<file path="src/rtl/byteswap_sched_pkg.sv">
// ============================================================================
// byteswap_sched_pkg
// Shared types for the byteswap job scheduler: FSM states, status codes, descriptor.
// Revision: 1.0
// ============================================================================
`default_nettype none

package byteswap_sched_pkg;

  // Widest descriptor fields carried through the queue; scheduler widths must not exceed these.
  localparam int SCHED_ADDR_W  = 64;
  localparam int SCHED_BYTES_W = 32;
  localparam int SCHED_TAG_W   = 8;

  typedef enum logic [2:0] {
    IDLE     = 3'd0,
    CHECK    = 3'd1,
    LAUNCH   = 3'd2,
    WAIT     = 3'd3,
    COMPLETE = 3'd4
  } state_t;

  typedef enum logic [1:0] {
    OK           = 2'd0,
    SKIPPED_ZERO = 2'd1,
    ERR_ALIGN    = 2'd2
  } cmp_status_t;

  typedef struct packed {
    logic [SCHED_ADDR_W-1:0]  addr;
    logic [SCHED_BYTES_W-1:0] bytes;
    logic [SCHED_TAG_W-1:0]   tag;
  } desc_t;

endpackage

`default_nettype wire

</file>
<file path="src/rtl/byteswap_job_scheduler_if.sv">
// ============================================================================
// byteswap_job_scheduler_if
// Descriptor, datapath-launch and completion signals of the job scheduler.
// Revision: 1.0
// ============================================================================
`default_nettype none

interface byteswap_job_scheduler_if #(
  parameter int C_ADDR_WIDTH      = 64,
  parameter int C_XFER_SIZE_WIDTH = 32,
  parameter int C_TAG_WIDTH       = 8
);
  logic                         desc_valid;
  logic                         desc_ready;
  logic [C_ADDR_WIDTH-1:0]      desc_addr;
  logic [C_XFER_SIZE_WIDTH-1:0] desc_bytes;
  logic [C_TAG_WIDTH-1:0]       desc_tag;
  logic                         dp_start;
  logic [C_ADDR_WIDTH-1:0]      dp_addr;
  logic [C_XFER_SIZE_WIDTH-1:0] dp_bytes;
  logic                         dp_read_done;
  logic                         dp_write_done;
  logic                         cmp_valid;
  logic                         cmp_ready;
  logic [C_TAG_WIDTH-1:0]       cmp_tag;
  logic [1:0]                   cmp_status;
  logic                         busy;
  logic [31:0]                  jobs_done;

  // Scheduler side
  modport slave (
    input  desc_valid, desc_addr, desc_bytes, desc_tag,
    input  dp_read_done, dp_write_done, cmp_ready,
    output desc_ready, dp_start, dp_addr, dp_bytes,
    output cmp_valid, cmp_tag, cmp_status, busy, jobs_done
  );

  // Host / datapath side
  modport master (
    output desc_valid, desc_addr, desc_bytes, desc_tag,
    output dp_read_done, dp_write_done, cmp_ready,
    input  desc_ready, dp_start, dp_addr, dp_bytes,
    input  cmp_valid, cmp_tag, cmp_status, busy, jobs_done
  );
endinterface

`default_nettype wire

</file>
<file path="src/rtl/byteswap_desc_fifo.sv">
// ============================================================================
// byteswap_desc_fifo
// Synchronous FIFO with count-based full/empty; DEPTH must be a power of two >= 2.
// Revision: 1.0
// ============================================================================
`default_nettype none

module byteswap_desc_fifo #(
  parameter int DEPTH = 4,
  parameter int WIDTH = 8
) (
  input  wire logic             ap_clk,
  input  wire logic             areset,
  input  wire logic             push,
  input  wire logic [WIDTH-1:0] wr_data,
  output logic                  full,
  input  wire logic             pop,
  output logic [WIDTH-1:0]      rd_data,
  output logic                  empty
);
  localparam int PTR_W = $clog2(DEPTH);
  localparam int CNT_W = PTR_W + 1;

  logic [WIDTH-1:0] mem_q [DEPTH];
  logic [PTR_W-1:0] wr_ptr_q, wr_ptr_d;
  logic [PTR_W-1:0] rd_ptr_q, rd_ptr_d;
  logic [CNT_W-1:0] count_q, count_d;
  logic             wr_en;
  logic             rd_en;

  assign full    = (count_q == CNT_W'(DEPTH));
  assign empty   = (count_q == '0);
  assign wr_en   = push && !full;
  assign rd_en   = pop && !empty;
  assign rd_data = mem_q[rd_ptr_q];

  // Pointers wrap naturally because DEPTH is a power of two
  always_comb begin
    wr_ptr_d = wr_ptr_q + PTR_W'(wr_en);
    rd_ptr_d = rd_ptr_q + PTR_W'(rd_en);
    count_d  = count_q + CNT_W'(wr_en) - CNT_W'(rd_en);
  end

  always_ff @(posedge ap_clk) begin
    if (areset) begin
      wr_ptr_q <= '0;
      rd_ptr_q <= '0;
      count_q  <= '0;
    end else begin
      wr_ptr_q <= wr_ptr_d;
      rd_ptr_q <= rd_ptr_d;
      count_q  <= count_d;
    end
  end

  always_ff @(posedge ap_clk) begin
    if (wr_en) begin
      mem_q[wr_ptr_q] <= wr_data;
    end
  end

endmodule

`default_nettype wire

</file>
<file path="src/rtl/byteswap_job_scheduler.sv">
// ============================================================================
// byteswap_job_scheduler
// Queues byteswap descriptors, launches them one at a time, returns one completion each.
// Revision: 1.0
// ============================================================================
`default_nettype none

module byteswap_job_scheduler
  import byteswap_sched_pkg::*;
#(
  parameter int C_ADDR_WIDTH      = 64,
  parameter int C_XFER_SIZE_WIDTH = 32,
  parameter int C_TAG_WIDTH       = 8,
  parameter int C_QUEUE_DEPTH     = 4,
  parameter int C_DW_BYTES        = 64
) (
  input  wire logic               ap_clk,
  input  wire logic               areset,
  byteswap_job_scheduler_if.slave bus
);
  localparam logic [C_ADDR_WIDTH-1:0]      ADDR_MASK  = C_ADDR_WIDTH'(C_DW_BYTES - 1);
  localparam logic [C_XFER_SIZE_WIDTH-1:0] BYTES_MASK = C_XFER_SIZE_WIDTH'(C_DW_BYTES - 1);

  desc_t push_desc;
  desc_t head_desc;
  logic  fifo_full;
  logic  fifo_empty;
  logic  fifo_push;
  logic  fifo_pop;

  state_t                       state_q, state_d;
  logic                         dp_start_q, dp_start_d;
  logic [C_ADDR_WIDTH-1:0]      dp_addr_q, dp_addr_d;
  logic [C_XFER_SIZE_WIDTH-1:0] dp_bytes_q, dp_bytes_d;
  logic [C_TAG_WIDTH-1:0]       job_tag_q, job_tag_d;
  logic                         rd_seen_q, rd_seen_d;
  logic                         wr_seen_q, wr_seen_d;
  logic                         cmp_valid_q, cmp_valid_d;
  logic [C_TAG_WIDTH-1:0]       cmp_tag_q, cmp_tag_d;
  cmp_status_t                  cmp_status_q, cmp_status_d;
  logic [31:0]                  jobs_done_q, jobs_done_d;
  logic                         rd_now;
  logic                         wr_now;

  // Held low through reset so nothing is offered into a queue that is being flushed
  assign bus.desc_ready = !fifo_full && !areset;
  assign fifo_push      = bus.desc_valid && bus.desc_ready;

  always_comb begin
    push_desc       = '0;
    push_desc.addr  = SCHED_ADDR_W'(bus.desc_addr);
    push_desc.bytes = SCHED_BYTES_W'(bus.desc_bytes);
    push_desc.tag   = SCHED_TAG_W'(bus.desc_tag);
  end

  byteswap_desc_fifo #(
    .DEPTH (C_QUEUE_DEPTH),
    .WIDTH ($bits(desc_t))
  ) u_desc_fifo (
    .ap_clk  (ap_clk),
    .areset  (areset),
    .push    (fifo_push),
    .wr_data (push_desc),
    .full    (fifo_full),
    .pop     (fifo_pop),
    .rd_data (head_desc),
    .empty   (fifo_empty)
  );

  assign rd_now = rd_seen_q || bus.dp_read_done;
  assign wr_now = wr_seen_q || bus.dp_write_done;

  always_comb begin
    state_d      = state_q;
    dp_start_d   = 1'b0;
    dp_addr_d    = dp_addr_q;
    dp_bytes_d   = dp_bytes_q;
    job_tag_d    = job_tag_q;
    rd_seen_d    = rd_seen_q;
    wr_seen_d    = wr_seen_q;
    cmp_valid_d  = cmp_valid_q;
    cmp_tag_d    = cmp_tag_q;
    cmp_status_d = cmp_status_q;
    jobs_done_d  = jobs_done_q;
    fifo_pop     = 1'b0;
    case (state_q)
      IDLE: begin
        if (!fifo_empty) begin
          fifo_pop   = 1'b1;
          dp_addr_d  = C_ADDR_WIDTH'(head_desc.addr);
          dp_bytes_d = C_XFER_SIZE_WIDTH'(head_desc.bytes);
          job_tag_d  = C_TAG_WIDTH'(head_desc.tag);
          state_d    = CHECK;
        end
      end
      CHECK: begin
        if (dp_bytes_q == '0) begin
          cmp_status_d = SKIPPED_ZERO;
          cmp_tag_d    = job_tag_q;
          cmp_valid_d  = 1'b1;
          state_d      = COMPLETE;
        end else if (((dp_addr_q & ADDR_MASK) != '0) || ((dp_bytes_q & BYTES_MASK) != '0)) begin
          cmp_status_d = ERR_ALIGN;
          cmp_tag_d    = job_tag_q;
          cmp_valid_d  = 1'b1;
          state_d      = COMPLETE;
        end else begin
          dp_start_d = 1'b1;
          state_d    = LAUNCH;
        end
      end
      LAUNCH: begin
        rd_seen_d = 1'b0;
        wr_seen_d = 1'b0;
        state_d   = WAIT;
      end
      WAIT: begin
        rd_seen_d = rd_now;
        wr_seen_d = wr_now;
        // The later of the two done pulses completes the job in the cycle it arrives
        if (rd_now && wr_now) begin
          cmp_status_d = OK;
          cmp_tag_d    = job_tag_q;
          cmp_valid_d  = 1'b1;
          state_d      = COMPLETE;
        end
      end
      COMPLETE: begin
        if (bus.cmp_ready) begin
          cmp_valid_d = 1'b0;
          jobs_done_d = jobs_done_q + 32'd1;
          state_d     = IDLE;
        end
      end
      default: state_d = IDLE;
    endcase
  end

  always_ff @(posedge ap_clk) begin
    if (areset) begin
      state_q      <= IDLE;
      dp_start_q   <= 1'b0;
      dp_addr_q    <= '0;
      dp_bytes_q   <= '0;
      job_tag_q    <= '0;
      rd_seen_q    <= 1'b0;
      wr_seen_q    <= 1'b0;
      cmp_valid_q  <= 1'b0;
      cmp_tag_q    <= '0;
      cmp_status_q <= OK;
      jobs_done_q  <= '0;
    end else begin
      state_q      <= state_d;
      dp_start_q   <= dp_start_d;
      dp_addr_q    <= dp_addr_d;
      dp_bytes_q   <= dp_bytes_d;
      job_tag_q    <= job_tag_d;
      rd_seen_q    <= rd_seen_d;
      wr_seen_q    <= wr_seen_d;
      cmp_valid_q  <= cmp_valid_d;
      cmp_tag_q    <= cmp_tag_d;
      cmp_status_q <= cmp_status_d;
      jobs_done_q  <= jobs_done_d;
    end
  end

  assign bus.dp_start   = dp_start_q;
  assign bus.dp_addr    = dp_addr_q;
  assign bus.dp_bytes   = dp_bytes_q;
  assign bus.cmp_valid  = cmp_valid_q;
  assign bus.cmp_tag    = cmp_tag_q;
  assign bus.cmp_status = cmp_status_q;
  assign bus.jobs_done  = jobs_done_q;
  assign bus.busy       = (state_q != IDLE) || !fifo_empty;

endmodule

`default_nettype wire

</file>
<file path="src/flat_wrapper.sv">
// flat-port wrapper written by rule: the top's interface ports become plain ports
module byteswap_job_scheduler_flat import byteswap_sched_pkg::*;
#(
  parameter int C_ADDR_WIDTH      = 64,
  parameter int C_XFER_SIZE_WIDTH = 32,
  parameter int C_TAG_WIDTH       = 8,
  parameter int C_QUEUE_DEPTH     = 4,
  parameter int C_DW_BYTES        = 64
)
  (ap_clk, areset, bus_desc_valid, bus_desc_addr, bus_desc_bytes, bus_desc_tag, bus_dp_read_done, bus_dp_write_done, bus_cmp_ready, bus_desc_ready, bus_dp_start, bus_dp_addr, bus_dp_bytes, bus_cmp_valid, bus_cmp_tag, bus_cmp_status, bus_busy, bus_jobs_done);
  byteswap_job_scheduler_if #(.C_ADDR_WIDTH(C_ADDR_WIDTH), .C_XFER_SIZE_WIDTH(C_XFER_SIZE_WIDTH), .C_TAG_WIDTH(C_TAG_WIDTH)) bus_i ();
  input  wire logic ap_clk;
  input  wire logic areset;
  input wire logic [$bits(bus_i.desc_valid)-1:0] bus_desc_valid;
  input wire logic [$bits(bus_i.desc_addr)-1:0] bus_desc_addr;
  input wire logic [$bits(bus_i.desc_bytes)-1:0] bus_desc_bytes;
  input wire logic [$bits(bus_i.desc_tag)-1:0] bus_desc_tag;
  input wire logic [$bits(bus_i.dp_read_done)-1:0] bus_dp_read_done;
  input wire logic [$bits(bus_i.dp_write_done)-1:0] bus_dp_write_done;
  input wire logic [$bits(bus_i.cmp_ready)-1:0] bus_cmp_ready;
  output wire logic [$bits(bus_i.desc_ready)-1:0] bus_desc_ready;
  output wire logic [$bits(bus_i.dp_start)-1:0] bus_dp_start;
  output wire logic [$bits(bus_i.dp_addr)-1:0] bus_dp_addr;
  output wire logic [$bits(bus_i.dp_bytes)-1:0] bus_dp_bytes;
  output wire logic [$bits(bus_i.cmp_valid)-1:0] bus_cmp_valid;
  output wire logic [$bits(bus_i.cmp_tag)-1:0] bus_cmp_tag;
  output wire logic [$bits(bus_i.cmp_status)-1:0] bus_cmp_status;
  output wire logic [$bits(bus_i.busy)-1:0] bus_busy;
  output wire logic [$bits(bus_i.jobs_done)-1:0] bus_jobs_done;
  assign bus_i.desc_valid = bus_desc_valid;
  assign bus_i.desc_addr = bus_desc_addr;
  assign bus_i.desc_bytes = bus_desc_bytes;
  assign bus_i.desc_tag = bus_desc_tag;
  assign bus_i.dp_read_done = bus_dp_read_done;
  assign bus_i.dp_write_done = bus_dp_write_done;
  assign bus_i.cmp_ready = bus_cmp_ready;
  assign bus_desc_ready = bus_i.desc_ready;
  assign bus_dp_start = bus_i.dp_start;
  assign bus_dp_addr = bus_i.dp_addr;
  assign bus_dp_bytes = bus_i.dp_bytes;
  assign bus_cmp_valid = bus_i.cmp_valid;
  assign bus_cmp_tag = bus_i.cmp_tag;
  assign bus_cmp_status = bus_i.cmp_status;
  assign bus_busy = bus_i.busy;
  assign bus_jobs_done = bus_i.jobs_done;
  byteswap_job_scheduler #(.C_ADDR_WIDTH(C_ADDR_WIDTH), .C_XFER_SIZE_WIDTH(C_XFER_SIZE_WIDTH), .C_TAG_WIDTH(C_TAG_WIDTH), .C_QUEUE_DEPTH(C_QUEUE_DEPTH), .C_DW_BYTES(C_DW_BYTES)) u_core (.ap_clk(ap_clk), .areset(areset), .bus(bus_i));
endmodule
</file>
<file path="config.mk">
export PLATFORM = sky130hd
export DESIGN_NAME = byteswap_job_scheduler_flat
export DESIGN_NICKNAME = d
export VERILOG_FILES = /design/src/rtl/byteswap_sched_pkg.sv /design/src/rtl/byteswap_job_scheduler_if.sv /design/src/rtl/byteswap_desc_fifo.sv /design/src/rtl/byteswap_job_scheduler.sv /design/src/flat_wrapper.sv
export SDC_FILE = /design/constraint.sdc
export NUM_CORES = 1
export LEC_CHECK = 0
export CAP_MARGIN = 10
export CORE_ASPECT_RATIO = 1.2
export CORE_MARGIN = 2
export CORE_UTILIZATION = 50
export DETAILED_ROUTE_END_ITERATION = 8
export PLACE_DENSITY = 0.75
export SKIP_LAST_GASP = 1
export SLEW_MARGIN = 20
export SYNTH_ARGS = -nofsm -noshare
export SYNTH_HDL_FRONTEND = slang
export SYNTH_SLANG_ARGS = --single-unit
</file>
<file path="constraint.sdc">
create_clock -name ap_clk -period 9.5 [get_ports ap_clk]
set_clock_uncertainty 0.1 [all_clocks]
set_input_delay 1.9 -clock ap_clk [delete_from_list [all_inputs] [get_ports ap_clk]]
set_output_delay 1.9 -clock ap_clk [all_outputs]
set_load 0.02 [all_outputs]
</file>
==> impl_metrics.py, run 1 <==
metrics = {
    "pwr": {
        "power.leakage_uw": 0.00830,
        "p_sw_share_pct": 31.7,
        "powerDensity_nw_per_um2": 292,
        "p_sw_uw": 2400,
        "vdd_ir_drop_max_mv": 0.209,
        "internal_power_uw": 5160,
        "pwr-share-clk_pct": 27.9,
        "pwr-share-comb_pct": 28.8,
        "finalPower_uw": 7560,
        "p_seq_share_pct": 43.3,
    },
    "clock_tree": {
        "ctsHoldBuffers": 0,
        "clock-sinks": 576,
        "cts_max_level": 2,
        "cts_buffers": 55,
        "cts_setup_buffers": 0,
        "tritoncts": "yes",
        "post_cts_resized": 0,
        "clockBufferDepth": 3,
        "clock_latency_ps": 580,
        "cts-root-buf": "clkbuf_16",
        "clk_pin_slew_ps": 60,
    },
    "placed_design": {
        "place_congestion": 0.796,
        "io_buffer_count": 251,
        "hpwl_um": 27700,
    },
    "layout": {
        "nFillCells": 3071,
        "fin_nets": 1663,
        "drive_gt1_share_pct": 13.5,
        "syn_to_final_growth_pct": 23.0,
        "fin_util_pct": 62.1,
    },
    "synth": {
        "postSynthAreaPerCell_um2": 16.2,
        "yosys_warnings": 0,
        "ys_seq_area_share_pct": 74.6,
        "yosysTopAreaCell": "edfxtp_1",
        "synth_top_area_share_pct": 59.4,
        "syn_nets": 1412,
        "ys_types": 40,
        "synthTopCellsByArea": "edfxtp_1 59%, dfxtp_1 15%, mux4_2 11%, nand2_1 4.3%, a21oi_1 2.8%",
        "ys_seq_elements": 576,
        "synth_area_um2": 21000,
        "syn_inst": 1296,
    },
    "timing": {
        "period_minus_slack_ps": 5110,
        "tns_ps": 0,
        "worstMarginPinSlew_ps": 1120,
        "fin_crit_sh_pct": 53.8,
        "maxSlewViolCount": 0,
        "max_freq_mhz": 196,
        "whs_ps": 356,
        "rsz0062_at_grt": "false",
        "finalSetupViolCount": 0,
        "slew_headroom_pct": 25.5,
        "hold_viol_final": 0,
    },
    "drt": {
        "wirelength_um": 45800,
        "wire_per_inst_um": 21.4,
        "routed-via-count": 11900,
        "detail_route.first_pass.iterations": 7,
        "drc_errors": 0,
        "antenna_left": 0,
        "first_iter_violations": 821,
        "viasPerCell": 5.57,
    },
    "die": {
        "die_h_um": 229,
        "dieArea_um2": 43700,
        "num_rows": 82,
        "ios": 252,
        "initial_core_util_pct": 50.5,
        "die_w_um": 191,
        "fp.coreArea_um2": 41700,
    },
    "critical_path": {
        "slowest_delay_ps": 650,
        "cp-end-kind": "output pin",
        "crit_buf_inv": 2,
        "critical-path-top-delay-family": "buffers and inverters",
        "start_kind": "input pin",
        "cpMaxStageDelayCell": "clkdlybuf4s50_1",
        "crit_arrival_ps": 3110,
        "crit_path_max_fanout": 55,
        "worstSetupPathType": "input pin to output pin",
        "path_cells": "buf_4, a21oi_1, clkdlybuf4s50_1",
        "required_ps": 7500,
    },
    "global_routing": {
        "grt_max_degree": 98,
        "grt.total_usage_pct": 21.0,
        "antenna_found_initial": 8,
        "grt_pass1_wl_um": 70000,
        "gr-total-overflow": 0,
        "first_global_vias": 12400,
    },
    "min_path": {
        "hold_path.class": "flip-flop to flip-flop",
    },
    "run_status": {
        "status": "finished clean",
    },
    "flow_run": {
        "max_cap_violations": 0,
    },
}
[tightest hold or removal path, cell delays in order, from the launching register on]
cell and delay, ps:
dfxtp_1 310, nand2_1 50, a21oi_1 50
[path summary, 6_finish.rpt]
check                                                    from                               to  slack (ps)  cells past startpoint
worst max-delay path                                   areset                   bus_desc_ready        4390                      3
worst max register to register  u_core.u_desc_fifo.count_q[1]  u_core.u_desc_fifo.mem_q[2][61]        5860                      8
worst min-delay path                   u_core.bus.dp_addr[55]           u_core.bus.dp_addr[55]         360                      2
worst min register to register         u_core.bus.dp_addr[55]           u_core.bus.dp_addr[55]         360                      2
[routing by layer]
metal	GRT usage [%]	share of wire, %	vias to the layer above
met5	0	0.10	-
met4	6.75	2.1	8
met3	4.33	6.5	79
met2	36.6	52	406
met1	26.2	39	6038
li1	-	-	5391
[cell type report]
type | count | area [um2] | share of cell area (%)
multi-input cells | 637 | 5040 | 19.5
repair buffers | 265 | 2620 | 10.1
well taps | 546 | 683 | 2.64
clock buffers | 82 | 1590 | 6.15
flip-flops and latches | 576 | 15700 | 60.7
clock inverters | 20 | 163 | 0.629
inverters | 12 | 47.5 | 0.184
diodes | 4 | 10.0 | 0.0387
[Yosys cell counts, drive strengths merged]
library cell and number:
o21a 2, clkinv 2, nor3 13, o31ai 3, nand2b 1, xnor2 22
xor2 6, or4 6, nand4 8, or3 4, o21ai 5, mux4 104
mux2i 9, dfxtp 160, nand3 16, clkbuf 52, nor4 14, o22ai 1
edfxtp 416, nor2 40, o32ai 1, and4 6, nor2b 3, a2111oi 1
o311a 1, nor4bb 1, fa 1, o311ai 1, a21oi 117, nand2 241
and3 4, buf 19, ha 5, a32o 1, inv 10
[sequential cells by signal, indices dropped and copies added, names as in the netlist, 3 cells and up]
| register | count |
|---|---|
| u_core.bus.dp_addr | 64 |
| u_core.job_tag_q | 8 |
| u_core.state_q | 3 |
| u_core.bus.jobs_done | 32 |
| u_core.u_desc_fifo.mem_q | 416 |
| u_core.u_desc_fifo.count_q | 3 |
| u_core.bus.cmp_tag | 8 |
| u_core.bus.dp_bytes | 32 |
[cells in the final DEF (no fill, tap or decap), types with 13 or more instances in the layout]
master           count
a21oi_1            117
buf_4               14
clkbuf_1            17
clkbuf_16           56
clkdlybuf4s50_1    250
dfxtp_1            158
edfxtp_1           416
mux4_2             104
nand2_1            241
nand3_1             16
nor2_1              38
nor4_1              13
xnor2_1             22
[cell families (layout without fill, tap and decap cells)]
group	after synthesis	count (layout)	synth area share, %
and+or+nand+nor	357	357	7.28
adders and majority gates	6	6	0.393
DFF	576	576	74.6
buffers and inverters	83	379	1.58
AOI/OAI and AO/OA	133	133	3.37
other	0	4	0
muxes	113	113	11.6
xor gates and xnor gates	28	28	1.17
[power by group through the flow]
stage	sequential [uW]	combinational (uW)	clock, uW
2_1_floorplan	3480	1130	0
4_1_cts	3280	2210	2150
3_3_place_gp	3310	2170	0
5_1_grt	3310	2350	2240
6_report	3270	2180	2110
3_5_place_dp	3320	2200	0
[per-stage QoR]
stage / std cells / setup WS, ps / instance area (um2)
after floorplan: 1296 / 1690 / 21000
after global placement: 2036 / 4120 / 24100
after detailed placement: 2036 / 4070 / 24100
after CTS: 2138 / 4390 / 25800
after global routing: 2142 / 4290 / 25900
final: 2142 / 4390 / 25900
No activity file was read; power rests on OpenSTA's default activity.
==> inputs of run 2 (changes only) <==
- clock period: 9.5 -> 4.48 ns (I/O delays scaled with it)
==> impl_metrics.py, run 2 (synthesis results as in run 1) <==
metrics = {
    "run_status": {
        "status": "finished clean",
    },
    "layout": {
        "syn_to_final_growth_pct": 23.2,
        "regMostFlops": "u_core.u_desc_fifo.mem_q",
        "largest_reg_flops": 416,
        "nFillCells": 3047,
        "stdcell_count": 2145,
        "layout_common_cells": "416 x edfxtp_1, 250 x clkdlybuf4s50_1, 240 x nand2_1, 158 x dfxtp_1, 116 x a21oi_1",
        "fin_nets": 1664,
        "final_common_cell": "edfxtp_1",
        "drive_gt1_share_pct": 13.5,
    },
    "pwr": {
        "vdd_ir_drop_max_mv": 0.457,
        "pwr-share-comb_pct": 28.9,
        "p_seq_share_pct": 43.8,
        "power.leakage_uw": 0.00831,
        "internal_power_uw": 10900,
        "finalPower_uw": 15900,
        "p_sw_share_pct": 31.7,
        "p_sw_uw": 5040,
        "powerDensity_nw_per_um2": 614,
        "pwr-share-clk_pct": 27.3,
    },
    "global_routing": {
        "use_met3_pct": 4.13,
        "grt_max_degree": 105,
        "met2_usage_pct": 34.3,
        "antenna_found_initial": 9,
        "grt_busiest_layer": "met2",
        "grt.total_usage_pct": 20.4,
        "gr-total-overflow": 0,
        "grtUsageMet1_pct": 26.1,
        "first_global_vias": 12100,
        "grt_pass1_wl_um": 68000,
    },
    "flow_run": {
        "max_cap_violations": 0,
    },
    "die": {
        "dieArea_um2": 43700,
        "initial_core_util_pct": 50.5,
        "die_h_um": 229,
        "num_rows": 82,
        "fp.coreArea_um2": 41700,
        "die_w_um": 191,
        "ios": 252,
    },
    "clock_tree": {
        "clock-sinks": 576,
        "cts_max_level": 2,
        "cts-root-buf": "clkbuf_16",
        "cts_setup_buffers": 0,
        "post_cts_resized": 0,
        "clock_latency_ps": 580,
        "clk_pin_slew_ps": 60,
        "ctsHoldBuffers": 0,
        "tritoncts": "yes",
        "cts_buffers": 53,
        "clockBufferDepth": 3,
    },
    "timing": {
        "fin_crit_sh_pct": 67.6,
        "slew_headroom_pct": 38.7,
        "finalSetupViolCount": 0,
        "worstMarginPinSlew_ps": 919,
        "maxSlewViolCount": 0,
        "rsz0062_at_grt": "false",
        "max_freq_mhz": 330,
        "hold_viol_final": 0,
        "period_minus_slack_ps": 3030,
    },
    "critical_path": {
        "crit_path_max_fanout": 4,
        "required_ps": 3480,
        "cp-end-kind": "output pin",
        "crit_arrival_ps": 2030,
        "r2r_cells": 6,
        "start_kind": "flip-flop",
        "worstSetupPathType": "flip-flop to output pin",
    },
    "drt": {
        "routed-via-count": 11900,
        "first_iter_violations": 803,
        "drc_errors": 0,
        "detail_route.first_pass.iterations": 4,
        "wirelength_um": 44700,
        "viasPerCell": 5.52,
        "wire_per_inst_um": 20.8,
        "antenna_left": 0,
    },
    "min_path": {
        "hold_path.class": "flip-flop to flip-flop",
        "min_path_cells": 2,
    },
    "placed_design": {
        "place_congestion": 0.806,
        "io_buffer_count": 251,
        "dpl.cell_count": 2039,
        "hpwl_um": 25900,
    },
}
-- run 2: cell type report --
type / count / area, um2 / share of cell area, %
Antenna cell: 6 / 15.0 / 0.0580
Multi-Input combinational cell: 637 / 5050 / 19.5
Sequential cell: 576 / 15700 / 60.6
Tap cell: 546 / 683 / 2.64
Clock inverter: 20 / 155 / 0.599
Clock buffer: 80 / 1550 / 5.97
Inverter: 12 / 47.5 / 0.184
Timing Repair Buffer: 268 / 2700 / 10.4
-- run 2: per-stage QoR --
step	util, %	hold WS, ps	TNS (ps)	setup WS, ps	instance area, um2
2_1_floorplan	-	337	-68840	-331	21100
3_3_place_gp	58.1	342	0	1350	24200
3_5_place_dp	58.1	349	0	1260	24200
4_1_cts	62.1	358	0	1420	25900
5_1_grt	62.2	373	0	1330	25900
6_report	62.2	351	0	1450	25900
-- run 2: path summary, 6_finish.rpt --
path	from	end	slack, ps
hold / removal	u_core.bus.dp_addr[56]	u_core.bus.dp_addr[56]	350
setup / recovery	u_core.u_desc_fifo.count_q[1]	bus_busy	1450
setup reg to reg	u_core.u_desc_fifo.count_q[2]	u_core.u_desc_fifo.rd_ptr_q[0]	1550
hold reg to reg	u_core.bus.dp_addr[56]	u_core.bus.dp_addr[56]	350
-- run 2: metal layers --
layer  vias up  wire [um]
met5         -         38
met4         6       1350
met3        86       2730
met2       356      22500
met1      6004      18100
li1       5398          -
-- run 2: worst max-delay path, stage by stage, from the launching register on --
cell             delay (ps)
dfxtp_1                 350
nor3_1                  350
nand4_1                 160
clkdlybuf4s50_1         590
-- run 2: power by group through the flow --
stage	registers (uW)	logic, uW	clock network, uW
global placement	7060	4590	0
CTS	6990	4680	4420
finish	6970	4600	4340
detailed placement	7090	4650	0
floorplan	7360	2410	0
global route	7060	4980	4620
